## src/rtl/fetch_stage_pkg.sv

```systemverilog
// ---------------------------------------------------------------------------
// fetch_stage_pkg
//
// Shared types for the fetch stage and its skid buffer.
//
// Contents:
//   XLEN / ILEN        address-path and instruction widths (32 bits)
//   addr_t / insn_t    address and instruction word types
//   NOP_INSN_DEFAULT   addi x0,x0,0, the bubble placed on the decode input
//   PC_STEP            sequential fetch increment
//   ifidSel_e          where the IF/ID register takes its next value from
//   ifidEntry_t        contents of the IF/ID pipeline register
//   alignPc()          forces an address onto a word boundary
// ---------------------------------------------------------------------------
package fetch_stage_pkg;

    localparam int unsigned XLEN = 32;
    localparam int unsigned ILEN = 32;

    typedef logic [XLEN-1:0] addr_t;
    typedef logic [ILEN-1:0] insn_t;

    localparam insn_t NOP_INSN_DEFAULT = 32'h0000_0013;
    localparam addr_t PC_STEP          = 32'd4;

    // Source of the next IF/ID value. A flush and a bubble both produce an
    // invalid NOP; a flush also throws away whatever is buffered.
    typedef enum logic [2:0] {
        IFID_HOLD,
        IFID_FLUSH,
        IFID_FROM_SKID,
        IFID_FROM_MEM,
        IFID_BUBBLE
    } ifidSel_e;

    typedef struct packed {
        logic  valid;
        addr_t pc;
        insn_t insn;
    } ifidEntry_t;

    // Instruction fetch is word based, so the two low address bits of a
    // redirect target carry no meaning and are cleared.
    function automatic addr_t alignPc(input addr_t addr);
        return {addr[XLEN-1:2], 2'b00};
    endfunction

endpackage

```

## src/rtl/fetch_skid_buffer.sv

```systemverilog
// ---------------------------------------------------------------------------
// fetch_skid_buffer
//
// One-entry holding register for an instruction memory response that
// arrives while decode is stalled. The request logic in the top module
// never issues a fetch while this buffer is full, so at most one response
// ever needs to be caught.
//
// Ports:
//   clk      clock, all state on the rising edge
//   rst      synchronous active-high reset, empties the buffer
//   clear_i  drop any held entry (wrong-path flush); wins over load/drain
//   load_i   capture insn_i/pc_i; wins over drain so that a drain and a
//            refill in the same cycle leave the new entry held
//   drain_i  the held entry has been consumed
//   insn_i   instruction word to capture
//   pc_i     address of insn_i
//   valid_o  buffer holds an entry
//   insn_o   held instruction word
//   pc_o     address of the held instruction
// ---------------------------------------------------------------------------
module fetch_skid_buffer
    import fetch_stage_pkg::*;
(
    input  logic  clk,
    input  logic  rst,
    input  logic  clear_i,
    input  logic  load_i,
    input  logic  drain_i,
    input  insn_t insn_i,
    input  addr_t pc_i,
    output logic  valid_o,
    output insn_t insn_o,
    output addr_t pc_o
);

    logic  valid_q, valid_d;
    insn_t insn_q,  insn_d;
    addr_t pc_q,    pc_d;

    // Next-state selection: a clear always empties the buffer, a load
    // always fills it, and a drain on its own just marks it empty. The
    // data fields only change on a load.
    always_comb begin
        valid_d = valid_q;
        insn_d  = insn_q;
        pc_d    = pc_q;
        if (clear_i) begin
            valid_d = 1'b0;
        end else if (load_i) begin
            valid_d = 1'b1;
            insn_d  = insn_i;
            pc_d    = pc_i;
        end else if (drain_i) begin
            valid_d = 1'b0;
        end
    end

    // Buffer state register with synchronous reset.
    always_ff @(posedge clk) begin
        if (rst) begin
            valid_q <= 1'b0;
            insn_q  <= '0;
            pc_q    <= '0;
        end else begin
            valid_q <= valid_d;
            insn_q  <= insn_d;
            pc_q    <= pc_d;
        end
    end

    assign valid_o = valid_q;
    assign insn_o  = insn_q;
    assign pc_o    = pc_q;

endmodule

```

## src/rtl/fetch_stage.sv

```systemverilog
// ---------------------------------------------------------------------------
// fetch_stage
//
// Instruction fetch stage with the IF/ID pipeline register built in. It owns
// the fetch PC, issues at most one read per cycle to a synchronous
// instruction memory with one cycle of read latency, holds its output while
// the hazard controller stalls, and flushes wrong-path work on a taken
// branch or jump. A one-entry skid buffer catches the response that is
// already in flight when a stall arrives, so no instruction is lost or
// fetched twice.
//
// Parameters:
//   RESET_PC    first fetch address after reset
//   NOP_INSN    encoding driven on insn whenever valid is low
//
// Ports:
//   clk         clock, all state on the rising edge
//   rst         synchronous active-high reset
//   imemReq     read request to instruction memory
//   imemAddr    word-aligned fetch address, meaningful while imemReq=1
//   imemData    read data, valid the cycle after an accepted request
//   stall       hold the IF/ID contents
//   redirect    taken branch/jump: flush and refetch from redirectPc
//   redirectPc  redirect target, low two bits ignored
//   insn        instruction presented to decode
//   pc          address of insn
//   valid       insn/pc hold a real instruction
// ---------------------------------------------------------------------------
module fetch_stage
    import fetch_stage_pkg::*;
#(
    parameter addr_t RESET_PC = 32'h0000_0000,
    parameter insn_t NOP_INSN = NOP_INSN_DEFAULT
)(
    input  logic        clk,
    input  logic        rst,
    output logic        imemReq,
    output logic [31:0] imemAddr,
    input  logic [31:0] imemData,
    input  logic        stall,
    input  logic        redirect,
    input  logic [31:0] redirectPc,
    output logic [31:0] insn,
    output logic [31:0] pc,
    output logic        valid
);

    addr_t      fpc_q,        fpc_d;
    logic       inflight_q,   inflight_d;
    addr_t      inflightPc_q, inflightPc_d;
    ifidEntry_t ifid_q,       ifid_d;
    ifidSel_e   ifidSel;

    logic       skidValid;
    insn_t      skidInsn;
    addr_t      skidPc;
    logic       skidLoad;
    logic       skidDrain;
    logic       skidClear;

    // A new fetch is only issued when its response is guaranteed a home:
    // not while decode is stalled, not on the redirect cycle (the old fpc
    // is wrong-path), and not while the skid buffer still holds a word.
    assign imemReq  = !rst && !stall && !redirect && !skidValid;
    assign imemAddr = fpc_q;

    // Fetch PC and in-flight tracking. A redirect overrides the sequential
    // increment; imemReq is already low in that cycle so nothing is marked
    // in flight. The increment wraps naturally at 2^32.
    always_comb begin
        fpc_d        = fpc_q;
        inflight_d   = 1'b0;
        inflightPc_d = inflightPc_q;
        if (redirect) begin
            fpc_d = alignPc(redirectPc);
        end else if (imemReq) begin
            fpc_d        = fpc_q + PC_STEP;
            inflight_d   = 1'b1;
            inflightPc_d = fpc_q;
        end
    end

    // Decide where the IF/ID register is loaded from. Redirect beats stall
    // so that a flush is never lost behind a hazard; an older buffered word
    // always goes out before a fresh memory response.
    always_comb begin
        ifidSel = IFID_BUBBLE;
        if (redirect) begin
            ifidSel = IFID_FLUSH;
        end else if (stall) begin
            ifidSel = IFID_HOLD;
        end else if (skidValid) begin
            ifidSel = IFID_FROM_SKID;
        end else if (inflight_q) begin
            ifidSel = IFID_FROM_MEM;
        end
    end

    // IF/ID next value. A bubble keeps the previous pc so that decode
    // always sees a stable address even when nothing is valid.
    always_comb begin
        ifid_d = ifid_q;
        case (ifidSel)
            IFID_HOLD: begin
                ifid_d = ifid_q;
            end
            IFID_FLUSH: begin
                ifid_d.valid = 1'b0;
                ifid_d.insn  = NOP_INSN;
            end
            IFID_FROM_SKID: begin
                ifid_d.valid = 1'b1;
                ifid_d.pc    = skidPc;
                ifid_d.insn  = skidInsn;
            end
            IFID_FROM_MEM: begin
                ifid_d.valid = 1'b1;
                ifid_d.pc    = inflightPc_q;
                ifid_d.insn  = imemData;
            end
            default: begin
                ifid_d.valid = 1'b0;
                ifid_d.insn  = NOP_INSN;
            end
        endcase
    end

    // Skid control. A response that cannot go straight into IF/ID (decode
    // stalled, or an older word is being drained first) is parked in the
    // buffer; a redirect discards whatever is parked.
    assign skidClear = redirect;
    assign skidLoad  = inflight_q && (stall || skidValid);
    assign skidDrain = !stall && skidValid;

    fetch_skid_buffer u_skid (
        .clk     (clk),
        .rst     (rst),
        .clear_i (skidClear),
        .load_i  (skidLoad),
        .drain_i (skidDrain),
        .insn_i  (imemData),
        .pc_i    (inflightPc_q),
        .valid_o (skidValid),
        .insn_o  (skidInsn),
        .pc_o    (skidPc)
    );

    // Stage state register. Reset drops any pending response by clearing
    // the in-flight flag, so a word returning after reset is ignored.
    always_ff @(posedge clk) begin
        if (rst) begin
            fpc_q        <= RESET_PC;
            inflight_q   <= 1'b0;
            inflightPc_q <= '0;
            ifid_q.valid <= 1'b0;
            ifid_q.pc    <= '0;
            ifid_q.insn  <= NOP_INSN;
        end else begin
            fpc_q        <= fpc_d;
            inflight_q   <= inflight_d;
            inflightPc_q <= inflightPc_d;
            ifid_q       <= ifid_d;
        end
    end

    assign insn  = ifid_q.insn;
    assign pc    = ifid_q.pc;
    assign valid = ifid_q.valid;

endmodule

```

## config.mk

```make
export PLATFORM = sky130hd
export DESIGN_NAME = fetch_stage
export DESIGN_NICKNAME = d
export VERILOG_FILES = /design/src/rtl/fetch_stage_pkg.sv /design/src/rtl/fetch_skid_buffer.sv /design/src/rtl/fetch_stage.sv
export SDC_FILE = /design/constraint.sdc
export NUM_CORES = 1
export LEC_CHECK = 0
export ABC_CLOCK_PERIOD_IN_PS = 2400
export CORE_MARGIN = 2
export CORE_UTILIZATION = 50
export CTS_BUF_LIST = sky130_fd_sc_hd__clkbuf_8
export CTS_CLUSTER_SIZE = 40
export DETAILED_ROUTE_END_ITERATION = 10
export PLACE_DENSITY = 0.81
export RECOVER_POWER = 100
export SKIP_LAST_GASP = 1
export SLEW_MARGIN = 20
export SYNTH_ARGS = -nofsm -noshare
export SYNTH_HDL_FRONTEND = slang
export SYNTH_HIERARCHICAL = 1
export SYNTH_SLANG_ARGS = --single-unit
```

## constraint.sdc

```tcl
create_clock -name clk -period 2.4 [get_ports clk]
set_input_delay 0.48 -clock clk [delete_from_list [all_inputs] [get_ports clk]]
set_output_delay 0.48 -clock clk [all_outputs]
set_load 0.03 [all_outputs]
```

==> results.ini, run 1 <==
[synthesis]
synthCells=920
synthFlopType=dfxtp_1
synth_seq_cells=191
synth_area_leader_cell=dfxtp_1
yosys.area_share.xor_xnor=0.0119
synth_warnings=6
synthMuxAreaShare=0.0387
synth_compound_area_frac=0.188
synthAdderAreaFrac=0.00142
yosys-top-cells-area=dfxtp_1, nand4bb_1, o21ai_2, nand2b_1, nor2_1
synth_edf_count=0
netlist.area_leader.share=0.434
synthSimpleGateAreaFrac=0.261
netlist_area_mm2=0.00880
syn_avg_cell_area_um2=9.57
synth_top_family_by_area=simple AND/OR/NAND/NOR gates
synth_cell_types=52
ys_seq_area_frac=0.434
async_flop_share=0

[timing]
setup_viol=0
hold_ws_ns=0.420
slew_viol_final=0
layout_min_cycle_time_ns=2.30
worst_pin_slew_ns=0.617
slew_headroom=0.589
fmax_mhz=436
finalSetupTns_ns=0
rsz0062_at_grt=false
hold_viol=0
skew_ns=0.0164
finalCritPeriodShare=0.957

[power]
p_int_mw=4.41
seqPwrFrac=0.546
comb_power_share=0.114
p_total_mw=6.10
clkPwrFrac=0.340
switching_power_mw=1.68
p_leak_nw=3.82
switching_share=0.276
ir_drop_uv=306
power.density_mw_per_mm2=570

[die]
row_count=48
die_w_um=137
ios=166
die_y_um=137
initial_utilization=0.511
core-area_mm2=0.0172
dieArea_mm2=0.0187

[finish]
layout.nets=1112
layout-drive-gt1-share=0.0871
num_antenna_cells=0
fill_cells=1426
area_growth_pct=21.5

[cts]
clock_latency_ns=0.46
cts_root_buf=clkbuf_8
h-tree-depth=4
hold_buffers=0
cts.sinks=191
clk_path_buf_depth=2
cts_made_buffers=17
cts_tree=built
path_clk_slew_ns=0.10
cts_setup_buffers=0
post_cts_resized=0

[drt]
ant_nets=0
vias=7457
viasPerCell=5.82
drtPass1Iterations=6
routed_wl_mm=22.5
drt_iter0_markers=805
drc=0
wl_per_cell_um=17.6

[setup_path]
end_kind=output pin
cp_max_fo=11
cp_slowest_cell=or3_1
critPathKind=flip-flop to output pin
cp_slowest_stage_delay_ns=0.49
crit_arrival_ns=1.82
worstSetupStartpointType=flip-flop
required_ns=1.92
worstPathBufferInverterCount=1
crit_family=simple AND/OR/NAND/NOR gates
path_cells=or3_1, nor2_1, buf_4

[global_routing]
antenna_found_initial=0
grt_pass1_vias=6802
grt_max_degree=86
grt.total_usage=0.240
grt_pass1_wl_mm=35.9
overflow=0

[hold_path]
hold_path.class=primary input to flip-flop

[place]
io_buffers=161
gp_congestion=0.894
dp_hpwl_mm=14.6

[run_status]
status=completed

[job]
cap_violations=0

-- synth_stat cells (2+ instances only) --
cell type / count
a211oi_1: 40
a21oi_1: 34
a222oi_1: 29
a22oi_1: 4
a311oi_1: 14
and2_1: 3
and3_1: 4
and4_1: 4
buf_12: 6
buf_2: 28
buf_4: 6
buf_6: 7
clkbuf_1: 44
dfxtp_1: 191
inv_1: 2
mux2i_1: 34
nand2_1: 76
nand2b_1: 64
nand3_1: 15
nand4_1: 11
nand4bb_1: 64
nor2_1: 91
nor2b_1: 5
nor3_1: 3
nor3b_1: 4
o211ai_1: 2
o21ai_0: 7
o21ai_1: 4
o21ai_2: 60
o2bb2ai_1: 3
o311ai_0: 3
o31ai_1: 9
or3_1: 8
or4_1: 12
xor2_1: 12
-- metal layers --
| metal | track usage | vias to the layer above | wire length [um] |
|---|---|---|---|
| li1 | - | 3625 | - |
| met1 | 0.345 | 3537 | 10300 |
| met2 | 0.365 | 274 | 10500 |
| met3 | 0.0433 | 21 | 1390 |
| met4 | 0.0735 | 0 | 320 |
| met5 | 0 | - | 0 |
-- stage by stage --
stage               utilization  setup slack [ns]  std cells  cell area (um2)
floorplan                     -             0.452        923             8820
global placement          0.611            0.0830       1249            10500
detailed placement        0.611            0.0207       1249            10500
CTS                       0.634            0.0962       1281            10900
global route              0.620            0.0357       1281            10700
finish                    0.620             0.104       1281            10700
-- flip-flops by register name, summed over array words and instances, names as in the netlist --
name,flops
insn,32
pc,32
valid,1
u_skid/pc_o,32
inflight_q,1
u_skid/insn_o,32
imemAddr,30
inflightPc_q,30
u_skid/valid_o,1
-- path summary, 6_finish.rpt --
| path | startpoint | endpoint | slack (ns) | depth (start not counted) |
|---|---|---|---|---|
| worst min register to register | insn[1] | insn[1] | 0.46 | 2 |
| worst max register to register | u_skid/valid_o | imemAddr[20] | 0.29 | 4 |
| worst max-delay path | u_skid/valid_o | imemReq | 0.10 | 3 |
| worst min-delay path | rst | insn[25] | 0.42 | 2 |
-- final cells by class --
cell class | count | area [um2] | share of cell area
clock inverters | 15 | 154 | 0.0144
well taps | 225 | 282 | 0.0263
repair buffers | 193 | 1890 | 0.176
clock buffers | 17 | 234 | 0.0219
multi-input cells | 637 | 4310 | 0.403
flip-flops and latches | 191 | 3820 | 0.358
inverters | 3 | 11.3 | 0.00105
-- power by group through the flow --
| stage | clock [mW] | combinational, mW | sequential (mW) |
|---|---|---|---|
| after floorplan | 0 | 0.320 | 3.48 |
| after global placement | 0 | 0.711 | 3.40 |
| after detailed placement | 0 | 0.718 | 3.40 |
| final | 2.07 | 0.693 | 3.33 |
| after global routing | 2.24 | 0.741 | 3.34 |
| after CTS | 2.10 | 0.721 | 3.33 |
-- cells in the final DEF, fill, tap and decap left out, types with 6 or more instances in the layout --
master / netlist / final
a311oi_1: 14 / 14
clkdlybuf4s50_1: 0 / 63
o21ai_2: 60 / 22
dfxtp_1: 191 / 191
or3_1: 8 / 8
clkbuf_8: 0 / 17
buf_4: 6 / 14
a222oi_1: 29 / 29
dlygate4sd3_1: 0 / 95
buf_12: 6 / 6
xor2_1: 12 / 12
nand4_1: 11 / 11
clkbuf_1: 44 / 6
nand2_1: 76 / 76
nand3_1: 15 / 15
a211oi_1: 40 / 40
nand2b_1: 64 / 64
nor2_1: 91 / 91
a21oi_1: 34 / 34
o21ai_0: 7 / 46
o31ai_1: 9 / 9
mux2i_1: 34 / 34
or4_1: 12 / 12
nand4bb_1: 64 / 64
-- cells by family (layout without fill, tap and decap cells) --
| group | count (synthesis) | count (layout) |
|---|---|---|
| other cells | 1 | 4 |
| mux | 34 | 34 |
| flops | 191 | 191 |
| compound gates | 212 | 212 |
| xor+xnor | 12 | 12 |
| fa+ha+maj | 1 | 1 |
| buf+inv | 95 | 228 |
| simple gates | 374 | 374 |
No activity file was read; power rests on OpenSTA's default activity.
==> inputs of run 2 (changes only) <==
Settings changed: ABC_CLOCK_PERIOD_IN_PS 2400 to unset.
==> results of run 2 <==
The final DEF is identical to that of run 1; final timing and power are the same.
